[src/rtl/imem_loader_pkg.sv]
`default_nettype none
// ============================================================================
//  Module      : imem_loader_pkg
//  Description : Shared processor-side definitions for the instruction-memory
//                loader: default memory geometry and the loader FSM encoding.
//  Revision    : 1.0 - initial release
// ============================================================================
package imem_loader_pkg;

    // Default instruction memory geometry (8-bit entries)
    localparam int c_MEM_DEPTH = 32;
    localparam int c_ADDR_W    = 5;

    // Loader FSM encoding, 5 states in 3 bits
    typedef logic [2:0] state_t;

    localparam logic [2:0] c_ST_IDLE  = 3'd0;
    localparam logic [2:0] c_ST_DATA  = 3'd1;
    localparam logic [2:0] c_ST_CHECK = 3'd2;
    localparam logic [2:0] c_ST_DONE  = 3'd3;
    localparam logic [2:0] c_ST_ERROR = 3'd4;

endpackage : imem_loader_pkg
`default_nettype wire

[src/rtl/imem_loader_if.sv]
`default_nettype none
// ============================================================================
//  Module      : imem_loader_if
//  Description : Load-stream input, instruction-memory write port and
//                processor control/status signals of the loader.
//                  in_data/in_valid/in_ready : byte stream handshake
//                  abort                     : discard current load
//                  mem_we/mem_addr/mem_data  : instruction memory write port
//                  cpu_reset                 : holds the processor in reset
//                  load_done/load_error      : outcome of the last load
//                master = stream source / system side, slave = loader.
//  Revision    : 1.0 - initial release
// ============================================================================
interface imem_loader_if
    import imem_loader_pkg::*;
#(
    parameter int ADDR_W = c_ADDR_W
);
    logic [7:0]        in_data;
    logic              in_valid;
    logic              in_ready;
    logic              abort;
    logic              mem_we;
    logic [ADDR_W-1:0] mem_addr;
    logic [7:0]        mem_data;
    logic              cpu_reset;
    logic              load_done;
    logic              load_error;

    modport master (
        output in_data, in_valid, abort,
        input  in_ready, mem_we, mem_addr, mem_data,
        input  cpu_reset, load_done, load_error
    );

    modport slave (
        input  in_data, in_valid, abort,
        output in_ready, mem_we, mem_addr, mem_data,
        output cpu_reset, load_done, load_error
    );

endinterface : imem_loader_if
`default_nettype wire

[src/rtl/imem_loader.sv]
`default_nettype none
// ============================================================================
//  Module      : imem_loader
//  Description : Receives a framed byte stream (length L, L instruction
//                bytes, XOR checksum) and writes the instruction bytes into
//                instruction memory at addresses 0..L-1. The processor is
//                held in reset (cpu_reset=1) except after a good load.
//  Ports       : clk - clock, rst - synchronous active-high reset,
//                bus - imem_loader_if.slave (stream, memory port, status)
//  Revision    : 1.0 - initial release
// ============================================================================
module imem_loader
    import imem_loader_pkg::*;
#(
    parameter int MEM_DEPTH = c_MEM_DEPTH,
    parameter int ADDR_W    = c_ADDR_W
) (
    input  wire logic     clk,
    input  wire logic     rst,
    imem_loader_if.slave  bus
);

    // One extra bit so that L == MEM_DEPTH is representable
    localparam int c_CW = ADDR_W + 1;

    state_t            r_state;
    state_t            w_state_next;
    logic [c_CW-1:0]   r_count;
    logic [c_CW-1:0]   r_len;
    logic [7:0]        r_csum;
    logic              r_mem_we;
    logic [ADDR_W-1:0] r_mem_addr;
    logic [7:0]        r_mem_data;
    logic              r_cpu_reset;
    logic              r_load_done;
    logic              r_load_error;

    logic              w_hs;
    logic              w_len_bad;
    logic              w_last;
    logic [c_CW-1:0]   w_len_in;

    assign bus.in_ready   = ~bus.abort;
    assign w_hs           = bus.in_valid & ~bus.abort;

    // A legal length always fits in c_CW bits, so truncation is harmless
    assign w_len_in  = c_CW'(bus.in_data);
    assign w_len_bad = (bus.in_data == 8'd0) || (32'(bus.in_data) > 32'(MEM_DEPTH));
    assign w_last    = (r_count == (r_len - c_CW'(1)));

    always_comb begin
        w_state_next = r_state;
        if (bus.abort) begin
            w_state_next = c_ST_IDLE;
        end else if (w_hs) begin
            case (r_state)
                c_ST_DATA:  if (w_last) w_state_next = c_ST_CHECK;
                c_ST_CHECK: w_state_next = (bus.in_data == r_csum) ? c_ST_DONE : c_ST_ERROR;
                // IDLE, DONE, ERROR (and any stray encoding): byte is a length
                default:    w_state_next = w_len_bad ? c_ST_ERROR : c_ST_DATA;
            endcase
        end
    end

    always_ff @(posedge clk) begin
        if (rst) begin
            r_state      <= c_ST_IDLE;
            r_count      <= '0;
            r_len        <= '0;
            r_csum       <= '0;
            r_mem_we     <= 1'b0;
            r_mem_addr   <= '0;
            r_mem_data   <= '0;
            r_cpu_reset  <= 1'b1;
            r_load_done  <= 1'b0;
            r_load_error <= 1'b0;
        end else begin
            r_state      <= w_state_next;
            r_mem_we     <= 1'b0;
            // Status follows the state being entered, so a length byte in
            // DONE re-asserts cpu_reset on the same edge that leaves DONE
            r_cpu_reset  <= (w_state_next != c_ST_DONE);
            r_load_done  <= (w_state_next == c_ST_DONE);
            r_load_error <= (w_state_next == c_ST_ERROR);
            if (w_hs) begin
                if (r_state == c_ST_DATA) begin
                    r_mem_we   <= 1'b1;
                    r_mem_addr <= r_count[ADDR_W-1:0];
                    r_mem_data <= bus.in_data;
                    r_csum     <= r_csum ^ bus.in_data;
                    r_count    <= r_count + c_CW'(1);
                end else if ((r_state != c_ST_CHECK) && !w_len_bad) begin
                    r_count <= '0;
                    r_csum  <= '0;
                    r_len   <= w_len_in;
                end
            end
        end
    end

    assign bus.mem_we     = r_mem_we;
    assign bus.mem_addr   = r_mem_addr;
    assign bus.mem_data   = r_mem_data;
    assign bus.cpu_reset  = r_cpu_reset;
    assign bus.load_done  = r_load_done;
    assign bus.load_error = r_load_error;

endmodule : imem_loader
`default_nettype wire

[src/flat_wrapper.sv]
// flat-port wrapper written by rule: the top's interface ports become plain ports
module imem_loader_flat import imem_loader_pkg::*;
#(
    parameter int MEM_DEPTH = c_MEM_DEPTH,
    parameter int ADDR_W    = c_ADDR_W
)
  (clk, rst, bus_in_data, bus_in_valid, bus_abort, bus_in_ready, bus_mem_we, bus_mem_addr, bus_mem_data, bus_cpu_reset, bus_load_done, bus_load_error);
  imem_loader_if #(.ADDR_W(ADDR_W)) bus_i ();
  input  wire logic clk;
  input  wire logic rst;
  input wire logic [$bits(bus_i.in_data)-1:0] bus_in_data;
  input wire logic [$bits(bus_i.in_valid)-1:0] bus_in_valid;
  input wire logic [$bits(bus_i.abort)-1:0] bus_abort;
  output wire logic [$bits(bus_i.in_ready)-1:0] bus_in_ready;
  output wire logic [$bits(bus_i.mem_we)-1:0] bus_mem_we;
  output wire logic [$bits(bus_i.mem_addr)-1:0] bus_mem_addr;
  output wire logic [$bits(bus_i.mem_data)-1:0] bus_mem_data;
  output wire logic [$bits(bus_i.cpu_reset)-1:0] bus_cpu_reset;
  output wire logic [$bits(bus_i.load_done)-1:0] bus_load_done;
  output wire logic [$bits(bus_i.load_error)-1:0] bus_load_error;
  assign bus_i.in_data = bus_in_data;
  assign bus_i.in_valid = bus_in_valid;
  assign bus_i.abort = bus_abort;
  assign bus_in_ready = bus_i.in_ready;
  assign bus_mem_we = bus_i.mem_we;
  assign bus_mem_addr = bus_i.mem_addr;
  assign bus_mem_data = bus_i.mem_data;
  assign bus_cpu_reset = bus_i.cpu_reset;
  assign bus_load_done = bus_i.load_done;
  assign bus_load_error = bus_i.load_error;
  imem_loader #(.MEM_DEPTH(MEM_DEPTH), .ADDR_W(ADDR_W)) u_core (.clk(clk), .rst(rst), .bus(bus_i));
endmodule
[config.mk]
export PLATFORM = sky130hd
export DESIGN_NAME = imem_loader_flat
export DESIGN_NICKNAME = d
export VERILOG_FILES = /design/src/rtl/imem_loader_pkg.sv /design/src/rtl/imem_loader_if.sv /design/src/rtl/imem_loader.sv /design/src/flat_wrapper.sv
export SDC_FILE = /design/constraint.sdc
export NUM_CORES = 1
export LEC_CHECK = 0
export ABC_AREA = 1
export CAP_MARGIN = 20
export CELL_PAD_IN_SITES_DETAIL_PLACEMENT = 1
export CELL_PAD_IN_SITES_GLOBAL_PLACEMENT = 1
export CORE_MARGIN = 10
export CORE_UTILIZATION = 42
export DETAILED_ROUTE_END_ITERATION = 12
export PLACE_DENSITY = 0.8
export SLEW_MARGIN = 20
export SYNTH_ARGS = -nofsm -noshare
export SYNTH_HDL_FRONTEND = slang
export SYNTH_SLANG_ARGS = --single-unit
[constraint.sdc]
create_clock -name clk -period 4.3 [get_ports clk]
set_clock_uncertainty 0.05 [all_clocks]
set_input_delay 0.645 -clock clk [delete_from_list [all_inputs] [get_ports clk]]
set_output_delay 0.645 -clock clk [all_outputs]
set_load 0.01 [all_outputs]
==> impl_metrics.yaml, run 1 <==
floorplan:
  die-area_sq_um: 8130
  rows: 25
  io_pins: 30
  initial_core_util: 0.435
  floorplan.core_area_sq_um: 4750
  die_width_microns: 90.2
  dieHeight_microns: 90.2
timing:
  setup_repair_after_global_routing_missed_its_margin: "no"
  worst_slew_pin_slew_ns: 0.650
  slew_violations: 0
  finalSetupViolations: 0
  final_hold_violations: 0
  slew_headroom: 0.566
  final_min_period_ns: 2.44
  postLayoutSetupSlackWorst_ns: 1.86
  post-route-period-util: 0.567
  fmaxAchievable_ghz: 0.410
  fin_tns_setup_ns: 0
clock_tree:
  cts-buffers-inserted: 5
  sinks_on_clock_net: 40
  cts_hold_buf: 0
  clock_tree.root_cell: "clkbuf_8"
  cts-htree-levels: 2
  clock_latency_on_the_worst_skew_pair_ns: 0.29
  cts_tree: "built"
  postCtsResizedCells: 0
  worst_setup_hold_path_clk_slew_ns: 0.07
  post_cts_buffers: 0
  cts-root-to-sink-buffers: 2
routing:
  route.vias.total: 1854
  drc_errors_left: 0
  routedWlPerCell_microns: 14.4
  vias_per_cell: 4.93
  detail-route-antenna-nets: 0
  wirelength_microns: 5410
  detailedRoute.firstPassIterationCount: 4
  first_iter_violations: 79
placement:
  post-place-cells: 368
  portBuffers: 29
  hpwlAfterDp_microns: 4170
  gp_congestion: 0.791
  pre_cts_ws_ns: 1.85
critical_path:
  crit_path_frequent_cell: "clkdlybuf4s50_1"
  critical_path.slowest_cell: "clkdlybuf4s50_1"
  crit_chain: "clkdlybuf4s50_1 -> inv_2 -> clkdlybuf4s50_1"
  crit_buf_inv: 3
  worst-setup-path-type: "in -> out"
  start_kind: "input pin"
  reg2reg_from: "u_core.r_len[0]"
  family_with_the_most_delay_on_the_worst_path: "buffers and inverters"
  max_stage_delay_ns: 0.55
  critical_path.reg2reg.endpoint: "u_core.r_state[0]"
  worst-r2r-setup-slack_ns: 2.47
  cp.arrival_ns: 1.74
  critical_path.max_fanout: 5
  worst_ep_required_time_ns: 3.61
  cp-end-kind: "output pin"
  ff2ff_path_depth: 13
global_routing:
  grt_antenna_before_repair: 0
  grt_pass1_vias: 2006
  global_route.usage.met3: 0.0399
  top_usage_layer: "met2"
  groute.usage.overall: 0.137
  grt_pass1_wl_microns: 9430
  grt.met1_usage: 0.158
  global_route.overflow_total: 0
  grt_start_max_net_pins: 27
  grtUsageMet2: 0.239
layout:
  layout.core_utilization: 0.521
  drive_gt1_frac: 0.159
  areaGrowthSynthToFinish_pct: 19.8
  total_number_of_nets_in_the_final_design: 322
  diodes: 0
  final_cell_count_no_fill: 376
synth:
  synth.yosys.warnings: 0
  synth_cell_type_count: 36
  syn-num-nets: 294
  synth-seq-cells: 40
  synth.cell_area_sq_um: 2070
  synthesized_netlist_cell_count: 280
  synth_area_per_cell_sq_um: 7.38
  proportion_of_synthesized_chip_area_in_sequential_cells: 0.387
min_path:
  min_delay_worst_endpoint: "u_core.r_len[5]"
  worstHoldPathType: "reg -> reg"
  hp-start: "u_core.r_len[5]"
  whs_path_depth: 2
power_and_ir_drop:
  power.density_nw_per_um2: 284
  power_leakage_nw: 1.04
  worst_ir_drop_on_vdd_mv: 0.182
  finalPower_uw: 702
flow_run:
  max_capacitance_violation_count: 0
run_status:
  outcome: "complete, no violations"
-- sequential cells by signal (all words and copies together) (netlist names) --
name and cells:
u_core.r_len 6, u_core.bus.load_error 1, u_core.r_count 6, u_core.bus.mem_we 1, u_core.bus.load_done 1, u_core.r_state 3, u_core.bus.cpu_reset 1, u_core.bus.mem_addr 5
u_core.r_csum 8, u_core.bus.mem_data 8
-- cell type report --
type                            instances  area [sq um]
Fill cell                             618          2280
Multi-Input combinational cell        196          1070
Sequential cell                        40           801
Timing Repair Buffer                   30           298
Inverter                               35           134
Clock buffer                            8          90.1
Tap cell                               67          83.8
-- power by group --
group          internal [mW]  switching (mW)
combinational         0.0259          0.0416
sequential             0.374         0.00252
clock                  0.131           0.128
total                  0.531           0.172
-- tightest hold or removal path, delay by kind of cell, from the launching register on --
kind                   cells  cell delay, ns
AOI/OAI and AO/OA          1            0.05
DFF                        1            0.32
buffers and inverters      1            0.05
-- cells by family (layout without fill, tap and decap cells) --
family                   count (synthesis)  count (layout)  share of synthesized area
AND/OR/NAND/NOR                        136             136                      0.326
XOR/XNOR                                 7               7                     0.0297
flip-flops                              40              40                      0.387
buffers and inverters                   44              73                     0.0950
adder cells (fa/ha/maj)                  2               2                     0.0121
AO/OA/AOI/OAI                           51              51                      0.150
-- placed cells by master, fill, tap and decap left out, drive strengths merged --
cell type,n
a21oi,24
a31oi,1
a32o,1
buf,1
clkbuf,8
clkdlybuf4s50,29
dfxtp,40
ha,2
inv,35
nand2,71
nand3,17
nand4,5
nor2,38
nor3,1
o2111a,1
o21a,1
o21ai,22
o221a,1
or2,4
xnor2,5
xor2,2
-- metal layers --
metal	share of wire	wire [microns]
met2	0.49	2640
met5	0	0
met4	0.016	84
met3	0.040	214
met1	0.46	2470
-- synthesized netlist by cell type (all sizes together) --
cell type	number	share of area
nand2	71	0.15
dfxtp	40	0.39
nor2	38	0.085
inv	35	0.065
a21oi	24	0.074
o21ai	22	0.053
nand3	17	0.052
buf	5	0.023
nand4	5	0.025
xnor2	5	0.021
clkbuf	4	0.0073
or2	4	0.012
ha	2	0.012
xor2	2	0.0085
a31oi	1	0.0030
a32o	1	0.0048
nor3	1	0.0048
o2111a	1	0.0054
o21a	1	0.0036
o221a	1	0.0054
-- through the flow --
step	area, sq um	hold slack (ns)
CTS	2480	0.422
global route	2480	0.440
global placement	2390	0.403
detailed placement	2390	0.410
floorplan	2070	0.388
finish	2480	0.420
-- worst max path at each step --
stage	startpoint	to	slack, ns	cells past startpoint
after detailed placement	bus_abort	u_core.r_count[1]	1.85	8
after CTS	bus_abort	bus_in_ready	1.85	3
final	bus_abort	bus_in_ready	1.86	3
after floorplan	bus_abort	u_core.r_count[2]	2.62	11
after global routing	bus_abort	bus_in_ready	1.83	3
after global placement	bus_abort	bus_in_ready	1.87	3
No activity file was read; power rests on OpenSTA's default activity.
==> run 2, diff against run 1 <==
Settings changed: CORE_UTILIZATION 42 to 39, PLACE_DENSITY 0.8 to 0.75.
Clock period 4.3 ns to 2.5 ns, I/O delays scaled along.
==> run 2 against run 1 <==
Against the previous run: flip-flop and latch count unchanged; clock-buffer cell count is 2 lower; utilization decreased by 3.2 points; register-to-register slack got worse by 1.8 ns; first-iteration DRC count is 56% lower; clock power up 110%; worst setup slack got worse by 1.3 ns; global-route usage fell by 0.19 points; non-clock buffer count up 2; sequential share of layout area down 0.47 points; final area increased by 1.5%.
==> impl_metrics.yaml, run 2 (synthesis gave the netlist of run 1 again) <==
min_path:
  hp-start: "u_core.bus.mem_addr[3]"
  worstHoldPathType: "reg -> reg"
  min_delay_worst_endpoint: "u_core.bus.mem_addr[3]"
  whs_path_depth: 2
timing:
  postLayoutSetupSlackWorst_ns: 0.603
  worst_slew_pin_slew_ns: 0.354
  fin_tns_setup_ns: 0
  slew_headroom: 0.764
  final_hold_violations: 0
  final_min_period_ns: 1.90
  setup_repair_after_global_routing_missed_its_margin: "no"
  finalSetupViolations: 0
  fmaxAchievable_ghz: 0.527
  slew_violations: 0
  post-route-period-util: 0.759
critical_path:
  cp.arrival_ns: 1.47
  critical_path.reg2reg.endpoint: "u_core.r_state[0]"
  worst_ep_required_time_ns: 2.08
  critical_path.max_fanout: 5
  start_kind: "input pin"
  reg2reg_from: "u_core.r_len[0]"
  worst-setup-path-type: "in -> out"
  cp-end-kind: "output pin"
  ff2ff_path_depth: 13
  worst-r2r-setup-slack_ns: 0.67
global_routing:
  grt_pass1_vias: 1967
  grt_start_max_net_pins: 23
  grt_pass1_wl_microns: 9400
  global_route.overflow_total: 0
  groute.usage.overall: 0.135
  grt_antenna_before_repair: 0
floorplan:
  die_width_microns: 92.8
  rows: 26
  dieHeight_microns: 92.8
  io_pins: 30
  floorplan.core_area_sq_um: 5140
  die-area_sq_um: 8610
  initial_core_util: 0.402
power_and_ir_drop:
  power_leakage_nw: 1.06
  power.density_nw_per_um2: 516
  finalPower_mw: 1.30
  worst_ir_drop_on_vdd_mv: 0.283
layout:
  final_area_sq_um: 2510
  final_cell_count_no_fill: 381
  layout.cells.most_common: "nand2_1"
  total_number_of_nets_in_the_final_design: 324
  fillerInstances: 692
  diodes: 0
  layout.cells.most_common_list: "nand2_1 (59), dfxtp_1 (40), nor2_1 (32), clkdlybuf4s50_1 (29), inv_1 (26)"
  drive_gt1_frac: 0.167
  areaGrowthSynthToFinish_pct: 21.5
placement:
  gp_congestion: 0.773
  placed_area_sq_um: 2400
  hpwlAfterDp_microns: 4140
  pre_cts_ws_ns: 0.368
  portBuffers: 29
  post-place-cells: 373
routing:
  vias_per_cell: 4.86
  routedWlPerCell_microns: 14.5
  detail-route-antenna-nets: 0
  wirelength_microns: 5540
  first_iter_violations: 35
  drc_errors_left: 0
  detailedRoute.firstPassIterationCount: 4
  route.vias.total: 1850
run_status:
  outcome: "complete, no violations"
clock_tree:
  cts-buffers-inserted: 5
  worst_setup_hold_path_clk_slew_ns: 0.08
  postCtsResizedCells: 0
  clock_tree.root_cell: "clkbuf_8"
  sinks_on_clock_net: 40
  cts-htree-levels: 2
  cts_tree: "built"
  post_cts_buffers: 0
  cts_hold_buf: 0
  cts-root-to-sink-buffers: 2
  clock_latency_on_the_worst_skew_pair_ns: 0.30
flow_run:
  max_capacitance_violation_count: 0
==> run 2: worst max-delay path, cell delays in order <==
cell and delay [ns]:
clkdlybuf4s50_1 0.43, inv_2 0.12, clkdlybuf4s50_1 0.55
==> run 2: worst max path at each step <==
stage,slack (ns),end,start,cells after the start
final,0.60,bus_in_ready,bus_abort,3
after global routing,0.46,u_core.r_state[0],u_core.r_len[1],13
after CTS,0.60,bus_in_ready,bus_abort,3
after detailed placement,0.37,u_core.bus.cpu_reset,bus_in_data[0],9
after global placement,0.37,u_core.bus.load_done,bus_in_data[3],8
after floorplan,0.93,u_core.r_state[0],u_core.r_len[0],13
==> run 2: area by class of cell <==
| type | count | area (sq um) | share of cell area |
|---|---|---|---|
| multi-input combinational | 196 | 1070 | 0.426 |
| sequential | 40 | 801 | 0.319 |
| timing repair buffer | 32 | 313 | 0.125 |
| inverter | 35 | 134 | 0.0533 |
| tap | 70 | 87.6 | 0.0349 |
| clock buffer | 6 | 72.6 | 0.0289 |
| clock inverter | 2 | 35.0 | 0.0139 |
==> run 2: through the flow <==
| stage | util | hold slack [ns] |
|---|---|---|
| 2_1_floorplan | - | 0.388 |
| 3_3_place_gp | 0.468 | 0.400 |
| 3_5_place_dp | 0.468 | 0.403 |
| 4_1_cts | 0.489 | 0.416 |
| 5_1_grt | 0.489 | 0.456 |
| 6_report | 0.489 | 0.414 |
==> run 2: per-layer routing <==
metal	global-route usage	up-vias	part of all wire
met5	0	-	0
met4	0.0540	0	0.019
met3	0.0355	10	0.032
met2	0.239	19	0.49
met1	0.150	866	0.45
li1	-	955	-
==> run 2: power by group <==
group,internal (mW),switching [mW],total [mW]
registers,0.643,0.00448,0.647
logic,0.0457,0.0711,0.117
clock network,0.296,0.237,0.534
total,0.985,0.313,1.30
==> run 3, diff against run 2 <==
Settings changed: CORE_UTILIZATION 39 to 35, PLACE_DENSITY 0.75 to 0.71.
Clock period 2.5 ns to 1.6 ns, I/O delays scaled along.
==> run 3 against run 2 <==
Against the previous run: the flow now finishes with violations (setup timing); power up 53%; utilization increased by 2.2 points; first-iteration DRC count is 26% lower; die area up 8.9%; combinational power increased by 110%; clock power grew 37%; register-to-register slack lost 0.82 ns; sequential share of layout area shrank 3.8 points; non-clock buffer count up 33; worst hold slack got worse by 0.16 ns; clock-buffer cell count is 1 higher; flip-flop and latch count did not move; critical endpoint is now u_core.bus.cpu_reset; largest cell class unchanged; highest routed layer unchanged.
==> impl_metrics.yaml, run 3 (synthesis gave the netlist of run 1 again) <==
critical_path:
  cp.arrival_ns: 1.89
  crit_path_frequent_cell: "nand2_1"
  worstSetupPathDepth: 13
  crit_chain: "inv_2 -> ha_4 -> inv_2 -> nand2_1 -> nand2_1 -> nor2_1 -> nand3_1 -> nor2_2 -> nand4_1 -> nand2_2 -> nand3_2 -> nor2_1 -> nand2_1"
  crit_buf_inv: 2
  reg2reg_from: "u_core.r_len[0]"
  worst_ep_required_time_ns: 1.74
  cp-end-kind: "flop"
  worst_setup_path_startpoint: "u_core.r_len[0]"
  critical_path.max_fanout: 2
  worst-setup-path-type: "reg -> reg"
  critical_path.slowest_cell: "dfxtp_2"
  start_kind: "flop"
  family_with_the_most_delay_on_the_worst_path: "simple AND/OR/NAND/NOR gates"
  max_stage_delay_ns: 0.34
  ff2ff_path_depth: 13
timing:
  setup_repair_after_global_routing_missed_its_margin: "yes"
  final_min_period_ns: 1.75
  post-route-period-util: 1.10
  slew_headroom: 0.828
  worst_slew_pin_slew_ns: 0.255
  fin_tns_setup_ns: -0.587
  final_hold_violations: 0
  postLayoutSetupSlackWorst_ns: -0.152
  slew_violations: 0
  fmaxAchievable_ghz: 0.571
  finalSetupViolations: 5
layout:
  layout.cells.most_common: "nand2_1"
  final_area_sq_um: 2860
  diodes: 0
  total_number_of_nets_in_the_final_design: 357
  drive_gt1_frac: 0.286
  fillerInstances: 715
  areaGrowthSynthToFinish_pct: 38.6
  layout.cells.most_common_list: "nand2_1 (57), dfxtp_1 (38), buf_4 (30), nor2_1 (29), inv_1 (23)"
routing:
  routedWlPerCell_microns: 14.3
  detail-route-antenna-nets: 0
  wirelength_microns: 5940
  detailedRoute.firstPassIterationCount: 4
  route.vias.total: 1989
  vias_per_cell: 4.79
  first_iter_violations: 26
  drc_errors_left: 0
clock_tree:
  clock_latency_on_the_worst_skew_pair_ns: 0.30
  cts_tree: "built"
  cts-htree-levels: 2
  clock_tree.root_cell: "clkbuf_8"
  cts-buffers-inserted: 5
  cts_hold_buf: 0
  worst_setup_hold_path_clk_slew_ns: 0.08
  sinks_on_clock_net: 40
  cts-root-to-sink-buffers: 2
placement:
  portBuffers: 29
  gp_congestion: 0.803
  pre_cts_ws_ns: -0.390
  placed_area_sq_um: 2680
  hpwlAfterDp_microns: 4570
global_routing:
  grt_antenna_before_repair: 0
  global_route.overflow_total: 0
  groute.usage.overall: 0.126
  grt_pass1_wl_microns: 10000
  grt_start_max_net_pins: 24
  grt_pass1_vias: 2106
power_and_ir_drop:
  worst_ir_drop_on_vdd_mv: 0.429
  power_leakage_nw: 1.31
  finalPower_mw: 1.99
  power.density_nw_per_um2: 694
run_status:
  failed_checks: "setup timing"
  outcome: "complete, but fails checks"
floorplan:
  rows: 27
  die-area_sq_um: 9380
  io_pins: 30
  initial_core_util: 0.369
  dieHeight_microns: 96.9
  die_width_microns: 96.9
  floorplan.core_area_sq_um: 5610
min_path:
  hp-start: "bus_in_data[6]"
  worstHoldPathType: "in -> reg"
  whs_path_depth: 3
flow_run:
  max_capacitance_violation_count: 0
[run 3: changes by cell type in the layout (fill, tap and decap cells not counted), moves of 3 or more]
cell	change
dlymetal6s2s_1	+8
nor2_1	-3
inv_1	-3
inv_2	+3
buf_12	+4
buf_4	+27
nor2_2	+3
clkdlybuf4s50_1	-9
[run 3: final timing paths]
check | endpoint | slack, ns
worst max register to register | u_core.bus.cpu_reset | -0.15
worst min register to register | u_core.bus.mem_addr[4] | 0.42
worst max-delay path | u_core.bus.cpu_reset | -0.15
worst min-delay path | u_core.bus.mem_data[6] | 0.25
[run 3: layout make-up]
type | count | area (sq um) | area share
multi-input combinational | 196 | 1100 | 0.385
timing repair buffer | 65 | 637 | 0.222
inverter | 35 | 134 | 0.0467
sequential | 40 | 803 | 0.280
tap | 72 | 90.1 | 0.0315
clock buffer | 7 | 96.3 | 0.0336
[run 3: report_power, final]
part / internal [mW] / switching [mW]
Combinational: 0.116 / 0.127
Sequential: 1.00 / 0.00680
Clock: 0.384 / 0.348
[run 3: metrics by stage]
stage / util / hold WS, ns / instances
floorplan: - / 0.325 / 280
global placement: 0.477 / 0.399 / 404
detailed placement: 0.477 / 0.405 / 404
CTS: 0.501 / 0.417 / 413
global route: 0.511 / 0.285 / 415
finish: 0.511 / 0.250 / 415
[run 3: what timing repair did]
| item | CTS | global route |
|---|---|---|
| gates resized for setup | 8 | 16 |
| endpoints found under the setup margin | 6 | 26 |
| setup buffers | 2 | 2 |
| endpoints found under the hold margin | 0 | 0 |
| pin swaps | 5 | 10 |
| gates cloned | 0 | 0 |
[run 3: worst reg2reg max path, stage by stage (launching register included)]
cell	delay [ns]
dfxtp_2	0.34
inv_2	0.06
ha_4	0.27
inv_2	0.03
nand2_1	0.05
nand2_1	0.05
nor2_1	0.08
nand3_1	0.10
nor2_2	0.11
nand4_1	0.14
nand2_2	0.11
nand3_2	0.10
nor2_1	0.10
nand2_1	0.05
[run 3: layer usage]
| metal | vias up | routed length, microns | track usage |
|---|---|---|---|
| met5 | - | 0 | 0 |
| met3 | 10 | 189 | 0.0291 |
| met1 | 939 | 2610 | 0.140 |
| met2 | 23 | 3020 | 0.223 |
| li1 | 1017 | - | - |
| met4 | 0 | 120 | 0.0541 |
